`src/rtl/seq_alu.sv`:
```
// Registered ALU with iterative unsigned multiply, divide and remainder.
// Latency: 1 edge for single-cycle ops and divide-by-zero, WIDTH+1 edges for MULU/DIVU/REMU.
// Backpressure: ready_o drops while an iterative op runs; valid_i is ignored until ready_o returns.
module seq_alu #(
    parameter int WIDTH = 32,
    parameter int SHW   = $clog2(WIDTH)
) (
    input  logic             clk_i,
    input  logic             rst_n,
    input  logic             valid_i,
    output logic             ready_o,
    input  logic [3:0]       ctrl_i,
    input  logic [WIDTH-1:0] src1_i,
    input  logic [WIDTH-1:0] src2_i,
    input  logic [SHW-1:0]   shamt_i,
    input  logic             flush_i,
    output logic [WIDTH-1:0] result_o,
    output logic             zero_o,
    output logic             valid_o,
    output logic             divz_o
);

    localparam int CW = $clog2(WIDTH + 1);

    localparam logic [3:0] OP_AND   = 4'd0;
    localparam logic [3:0] OP_OR    = 4'd1;
    localparam logic [3:0] OP_NAND  = 4'd2;
    localparam logic [3:0] OP_NOR   = 4'd3;
    localparam logic [3:0] OP_ADDU  = 4'd4;
    localparam logic [3:0] OP_SUBU  = 4'd5;
    localparam logic [3:0] OP_SLT   = 4'd6;
    localparam logic [3:0] OP_EQUAL = 4'd7;
    localparam logic [3:0] OP_SRA   = 4'd8;
    localparam logic [3:0] OP_SRAV  = 4'd9;
    localparam logic [3:0] OP_LUI   = 4'd10;
    localparam logic [3:0] OP_SLTU  = 4'd11;
    localparam logic [3:0] OP_MULU  = 4'd12;
    localparam logic [3:0] OP_DIVU  = 4'd13;
    localparam logic [3:0] OP_REMU  = 4'd14;

    typedef enum logic {IDLE, BUSY} state_t;

    state_t           state_q, state_d;
    logic [CW-1:0]    cnt_q, cnt_d;
    logic [WIDTH-1:0] acc_q, acc_d;
    logic [WIDTH-1:0] opb_q, opb_d;
    logic [WIDTH-1:0] opc_q, opc_d;
    logic             busy_done;

    logic [3:0]       op_q;
    logic [WIDTH-1:0] s1_q, s2_q;
    logic [SHW-1:0]   sh_q;
    logic             pend_q;

    logic             accept;
    logic             is_multi;
    logic             divz_in;
    logic             pend_divz;
    logic [WIDTH-1:0] sc_res;
    logic [WIDTH-1:0] done_res;
    logic [WIDTH:0]   shifted;
    logic [WIDTH:0]   diff;

    assign ready_o   = (state_q == IDLE);
    assign accept    = valid_i && ready_o;
    assign is_multi  = (ctrl_i == OP_MULU) || (ctrl_i == OP_DIVU) || (ctrl_i == OP_REMU);
    assign divz_in   = ((ctrl_i == OP_DIVU) || (ctrl_i == OP_REMU)) && (src2_i == '0);
    assign pend_divz = ((op_q == OP_DIVU) || (op_q == OP_REMU)) && (s2_q == '0);
    assign done_res  = (op_q == OP_DIVU) ? opc_q : acc_q;

    // Single-cycle results come from the operands captured at the accept edge.
    always_comb begin
        sc_res = '0;
        case (op_q)
            OP_AND:   sc_res = s1_q & s2_q;
            OP_OR:    sc_res = s1_q | s2_q;
            OP_NAND:  sc_res = ~(s1_q & s2_q);
            OP_NOR:   sc_res = ~(s1_q | s2_q);
            OP_ADDU:  sc_res = s1_q + s2_q;
            OP_SUBU:  sc_res = s1_q - s2_q;
            OP_SLT:   sc_res = {{(WIDTH-1){1'b0}}, ($signed(s1_q) < $signed(s2_q))};
            OP_EQUAL: sc_res = {{(WIDTH-1){1'b0}}, (s1_q == s2_q)};
            OP_SRA:   sc_res = $signed(s2_q) >>> sh_q;
            OP_SRAV:  sc_res = $signed(s2_q) >>> s1_q[SHW-1:0];
            OP_LUI:   sc_res = {s2_q[WIDTH/2-1:0], {(WIDTH/2){1'b0}}};
            OP_SLTU:  sc_res = {{(WIDTH-1){1'b0}}, (s1_q < s2_q)};
            OP_DIVU:  sc_res = '1;
            OP_REMU:  sc_res = s1_q;
            default:  sc_res = '0;
        endcase
    end

    always_ff @(posedge clk_i or negedge rst_n) begin
        if (!rst_n) begin
            state_q <= IDLE;
            cnt_q   <= '0;
            acc_q   <= '0;
            opb_q   <= '0;
            opc_q   <= '0;
        end else begin
            state_q <= state_d;
            cnt_q   <= cnt_d;
            acc_q   <= acc_d;
            opb_q   <= opb_d;
            opc_q   <= opc_d;
        end
    end

    // MULU: acc accumulates, opb is the shifting multiplicand, opc the multiplier.
    // DIVU/REMU: acc is the partial remainder, opb the divisor, opc shifts dividend into quotient.
    always_comb begin
        state_d   = state_q;
        cnt_d     = cnt_q;
        acc_d     = acc_q;
        opb_d     = opb_q;
        opc_d     = opc_q;
        busy_done = 1'b0;
        shifted   = {acc_q, opc_q[WIDTH-1]};
        diff      = shifted - {1'b0, opb_q};
        case (state_q)
            IDLE: begin
                if (valid_i && is_multi && !divz_in) begin
                    state_d = BUSY;
                    cnt_d   = '0;
                    acc_d   = '0;
                    opb_d   = (ctrl_i == OP_MULU) ? src1_i : src2_i;
                    opc_d   = (ctrl_i == OP_MULU) ? src2_i : src1_i;
                end
            end
            BUSY: begin
                if (flush_i) begin
                    state_d = IDLE;
                end else if (cnt_q == CW'(WIDTH)) begin
                    state_d   = IDLE;
                    busy_done = 1'b1;
                end else begin
                    cnt_d = cnt_q + 1'b1;
                    if (op_q == OP_MULU) begin
                        acc_d = opc_q[0] ? (acc_q + opb_q) : acc_q;
                        opb_d = opb_q << 1;
                        opc_d = opc_q >> 1;
                    end else if (!diff[WIDTH]) begin
                        acc_d = diff[WIDTH-1:0];
                        opc_d = {opc_q[WIDTH-2:0], 1'b1};
                    end else begin
                        acc_d = shifted[WIDTH-1:0];
                        opc_d = {opc_q[WIDTH-2:0], 1'b0};
                    end
                end
            end
            default: state_d = IDLE;
        endcase
    end

    always_ff @(posedge clk_i or negedge rst_n) begin
        if (!rst_n) begin
            op_q   <= '0;
            s1_q   <= '0;
            s2_q   <= '0;
            sh_q   <= '0;
            pend_q <= 1'b0;
        end else begin
            pend_q <= 1'b0;
            if (accept) begin
                op_q   <= ctrl_i;
                s1_q   <= src1_i;
                s2_q   <= src2_i;
                sh_q   <= shamt_i;
                pend_q <= !is_multi || divz_in;
            end
        end
    end

    always_ff @(posedge clk_i or negedge rst_n) begin
        if (!rst_n) begin
            result_o <= '0;
            zero_o   <= 1'b1;
            valid_o  <= 1'b0;
            divz_o   <= 1'b0;
        end else begin
            valid_o <= 1'b0;
            if (pend_q) begin
                result_o <= sc_res;
                zero_o   <= (sc_res == '0);
                divz_o   <= pend_divz;
                valid_o  <= 1'b1;
            end else if (busy_done) begin
                result_o <= done_res;
                zero_o   <= (done_res == '0);
                divz_o   <= 1'b0;
                valid_o  <= 1'b1;
            end
        end
    end

endmodule

```
`config.mk`:
```
export PLATFORM = sky130hd
export DESIGN_NAME = seq_alu
export DESIGN_NICKNAME = d
export VERILOG_FILES = /design/src/rtl/seq_alu.sv
export SDC_FILE = /design/constraint.sdc
export NUM_CORES = 1
export LEC_CHECK = 0
export CAP_MARGIN = 20
export CORE_ASPECT_RATIO = 1.25
export CORE_MARGIN = 4
export CORE_UTILIZATION = 24
export DETAILED_ROUTE_END_ITERATION = 10
export PLACE_DENSITY = 0.37
export SYNTH_ARGS = -nofsm -noshare
export SYNTH_HDL_FRONTEND = slang
export SYNTH_SLANG_ARGS = --single-unit
export TNS_END_PERCENT = 20
```
`constraint.sdc`:
```
create_clock -name clk_i -period 5.93 [get_ports clk_i]
set_clock_uncertainty 0.15 [all_clocks]
set_input_delay 0.8895 -clock clk_i [delete_from_list [all_inputs] [get_ports clk_i]]
set_output_delay 0.8895 -clock clk_i [all_outputs]
set_load 0.1 [all_outputs]
```
Word level (Yosys, flattened, before mapping). Index checks and enable logic that the tools add are counted.

Reductions and logical operators: 21. $add $sub $neg: 5. Equality and inequality tests: 24. Order comparisons: 2. Bitwise operators: 5. Mux-type cells: 42. Shifts and indexed selects: 2.

Operators with widths (number): 32-bit 2-to-1 mux (19); 32-bit one-hot mux with 14 select lines (1); 32-bit one-hot mux with 2 select lines (3); 32-bit logical NOT (4); 32-bit adder (2); 32-bit less-than comparator (2); 32-bit NOT (2); 32-bit by 5-bit >>> shifter with 32-bit output (2); 4-bit equality test (second input constant) (10); 33-bit by 32-bit subtractor with 33-bit output (1); 32-bit bitwise AND (1); 32-bit equality test (1); 32-bit bitwise OR (1); 32-bit subtractor (1); 6-bit 2-to-1 mux (3); 4-bit by 3-bit equality test with 1-bit output (second input constant) (4); 1-bit 2-to-1 mux (14); 6-bit one-hot mux with 2 select lines (1); 4-bit by 2-bit equality test with 1-bit output (second input constant) (2); 4-bit AND reduction (2); 6-bit by 1-bit adder with 6-bit output (second input constant) (1); 6-bit equality test (second input constant) (1); 1-bit logical AND (5); 1-bit logical OR (5); 10 further kinds (13).

Register bits after elaboration: 212. Output and inout port bits: 36. Word-level logic and storage cells: 115.

Logic depth before layout (Yosys ltp).
Word-level depth: 7. Gate-level depth with buffers: 16. Mapped depth without buffers: 16.

Worst setup path after synthesis. No wires, ideal clock.

Kind: register to register. Start point: register s1_q[1]. End point: register zero_o. Required time: 5708 ps. Period minus slack after synthesis: 4094 ps. Arrival: 3872 ps. Cell stages (with the launch flop): 17. Setup time: 72 ps. Slack: 1836 ps. Cells stage by stage: dfrtp_1 > clkbuf_1 > clkbuf_1 > inv_1 > ha_1 > o21bai_1 > a2111oi_0 > o211ai_1 > a21oi_2 > a31o_2 > o21a_1 > o41ai_1 > or4_1 > o31a_1 > nor4_2 > nand4_1 > o21ai_1.

Word-level cells in the longest chain between the ends: 5. Elaborated cells between the ends (all ways): 13. Classes of those cells: 2 x add/sub; 2 x order compare; 1 x eq/ne; 1 x shift; 2 x mux; 4 x bitwise; 1 x reduce/logical.

RTL lines: from (decl) (line 51) `logic [WIDTH-1:0] s1_q, s2_q;`; from (signal assigned) (line 166) `s1_q <= src1_i;`; branches (longest 2 deep; another with 32-bit subtractor); 32-bit one-hot mux with 14 select lines (*) (line 74) `case (op_q)`; 32-bit logical NOT (*) (line 184) `zero_o <= (sc_res == '0);`; 1-bit 2-to-1 mux (*) (line 182) `if (pend_q) begin`; to (signal assigned) (line 184); to (signal assigned) (line 189) `zero_o <= (done_res == '0);`; to (decl) (line 18) `output logic zero_o,`.

Mark *: on every way between the ends. A chain may end at the register's enable or synchronous reset.

Final worst setup path.
Start point: register s1_q[3]. End point: register zero_o.

Same word-level chain as after synthesis.

==> results.toml <==
[finish]
multiInputGateArea_um2 = 15610
area_growth_pct = 16.95
instances_no_fill = 4187
fillers = 10009
ff_latch_area_um2 = 5310
drive_above_1_share_pct = 7.461
fin_util_pct = 28.30
final_nets = 3211

[synth]
netlist_area_um2 = 22150
yosysTopAreaCellShare_pct = 23.84
synth_edf_count = 0
seq_area_frac_synth_pct = 23.96
yosys.cell_types.count = 96
synthCells = 2927
synth_area_leader_cell = "dfrtp_1"
yosysWarnings = 0
synth.avg_cell_area_um2 = 7.568
synth_area_leaders = "dfrtp_1 (24%), ha_1 (9.3%), mux2i_1 (7.6%)"
async_flop_share_pct = 100.0
synth_ff_type = "dfrtp_1"
synth_most_common_cell = "nand2_1"
ys_ff_latch = 212
yosys-top-cells-count = "nand2_1 (365), o21ai_0 (330), a21oi_1 (260), nor2_1 (218), dfrtp_1 (211)"
syn_nets = 3172

[power_and_ir_drop]
switching_power_mw = 6.174
netSwitchingFraction_pct = 52.68
p_int_mw = 5.546
pwr-share-clk_pct = 17.9
leakagePower_nw = 10.78
p_comb_share_pct = 61.0
power_density_nw_per_um2 = 452.4
seqPwrFrac_pct = 21.2
ir_worst_vdd_mv = 0.3316

[clock_tree]
htree_levels = 1
cts_tree = "built"
ctsLongestPathBuffers = 3
hold_buffers = 0
cts_buffers = 31
cts-root-buf = "clkbuf_16"
post_cts_buffers = 0
clk-insertion-delay-late_ps = 640
cts_resized = 0
cts.sinks = 212
path_clk_slew_ps = 80

[die]
pin_count = 113
start_util_pct = 24.20
core_area_um2 = 91540
fp.dieH_um = 347.7
row_count = 124
die_width_um = 279.7
die_area_um2 = 97250

[detailed_routing]
drt_first_iter_violations = 2338
wl_per_cell_um = 29.44
drt_wl_total_um = 123300
via_per_inst = 5.634
antenna_left = 0
via_count = 23591
dr.pass1.iters = 6
drcViolationCount = 0

[timing]
timing.final.max_slew_violations = 0
layout_min_cycle_time_ps = 4985
slew_headroom_pct = 28.58
rsz0062_at_grt = "no"
hold_viol_final = 0
setup_tns_ps = 0
max_freq_ghz = 0.2006
finalSetupViolations = 0
finalCritPeriodShare_pct = 84.06
tightest_slew_ps = 1067

[critical_path]
worstSetupStartpointType = "flip-flop"
cp.arrival_ps = 5400
required_ps = 6340
path_class = "flip-flop to flip-flop"
critPathLaunch = "s1_q[3]$_DFFE_PN0P_"
critPathCaptureType = "flip-flop"
reg2reg_from = "s1_q[3]$_DFFE_PN0P_"
worst-path-max-fanout = 10

[global_route]
grt_overflow = 0
grt_antenna_before_repair = 7
grt_pass1_wl_um = 175300
grt_usage_pct = 24.43
grt_pass1_vias = 23399
grt_max_degree = 157

[placement]
post-place-cells = 4130
place_congestion = 1.035
dp_hpwl_um = 97340
io_buffers = 112

[hold_path]
hp-class = "input port to async pin"

[status]
status = "completed"

[run]
drv_cap = 0
[layout by cell type (no fill, tap or decap), types with 36 or more instances in the layout]
cell / instances
a21o_1: 46
a21oi_1: 260
buf_4: 76
clkdlybuf4s50_1: 111
dfrtp_1: 208
ha_1: 164
inv_1: 149
mux2i_1: 166
nand2_1: 364
nand3_1: 44
nor2_1: 215
nor3_1: 69
o211ai_1: 36
o21ai_0: 330
xnor2_1: 62
[cells by family after synthesis]
family	Yosys count	synth area share [%]
flip-flops	212	23.96
XOR/XNOR	91	3.632
AND/OR/NAND/NOR	892	18.36
buffers and inverters	341	6.055
multiplexers	200	9.512
AO/OA/AOI/OAI	1022	28.81
adder cells (fa/ha/maj)	169	9.670
[state kept, by name, indices dropped and copies added (netlist names)]
signal    flops
state_q       1
sh_q          5
opc_q        32
op_q          4
opb_q        32
pend_q        1
acc_q        32
zero_o        1
s2_q         32
s1_q         32
valid_o       1
result_o     32
divz_o        1
cnt_q         6
[per-layer routing]
layer / vias up / part of all wire [%] / routed length [um] / GRT usage, %
met4: 2 / 5.5 / 6823 / 10.75
met1: 11721 / 40 / 49800 / 29.79
met5: - / 0.0057 / 7 / 0
met3: 254 / 4.6 / 5718 / 2.495
met2: 905 / 49 / 60910 / 43.51
li1: 10709 / - / - / -
[worst max-delay path, stage by stage, from the launching register on]
cell	delay, ps
dfrtp_1	600
inv_1	170
ha_1	500
nor2_1	70
a2111oi_0	710
o211ai_1	310
a21oi_2	410
o21ai_0	220
xnor2_1	180
a221o_1	420
nor4_1	300
nand4_1	230
nor4_2	350
nand4_1	160
o21ai_1	160
[cell type report]
type	count	area share [%]
diodes	1	0.009660
repair buffers	194	6.974
clock inverters	16	0.9660
clock buffers	40	3.280
multi-input cells	2374	60.27
well taps	1197	5.782
flip-flops and latches	212	20.50
inverters	153	2.217
[final timing paths]
kind,end,slack [ps],cells past startpoint
worst max-delay path,zero_o$_DFFE_PN1P_,950,14
worst max register to register,zero_o$_DFFE_PN1P_,950,14
worst min-delay path,s2_q[28]$_DFFE_PN0P_,90,1
worst min register to register,opb_q[31]$_DFFE_PN0P_,370,2
min in group clk_i,opb_q[31]$_DFFE_PN0P_,370,2
max in group asynchronous,opc_q[16]$_DFFE_PN0P_,4080,2
[power by group through the flow]
stage	clock [mW]	combinational, mW	sequential, mW
finish	2.09	7.15	2.48
global route	2.20	7.70	2.52
CTS	2.15	7.11	2.48
detailed placement	0	7.07	2.50
global placement	0	7.10	2.50
floorplan	0	4.21	2.76
[metrics by stage]
stage	cell area [um2]	worst slack, ps	hold WS [ps]	total power [mW]
3_3_place_gp	24790	836.8	325.6	9.597
3_5_place_dp	24800	950.2	348.7	9.572
2_1_floorplan	22150	1836	299.8	6.966
4_1_cts	25900	947.1	97.56	11.74
5_1_grt	25900	607.4	120.8	12.41
6_report	25900	945.5	92.83	11.72
Power figures use the tool's default switching activity.
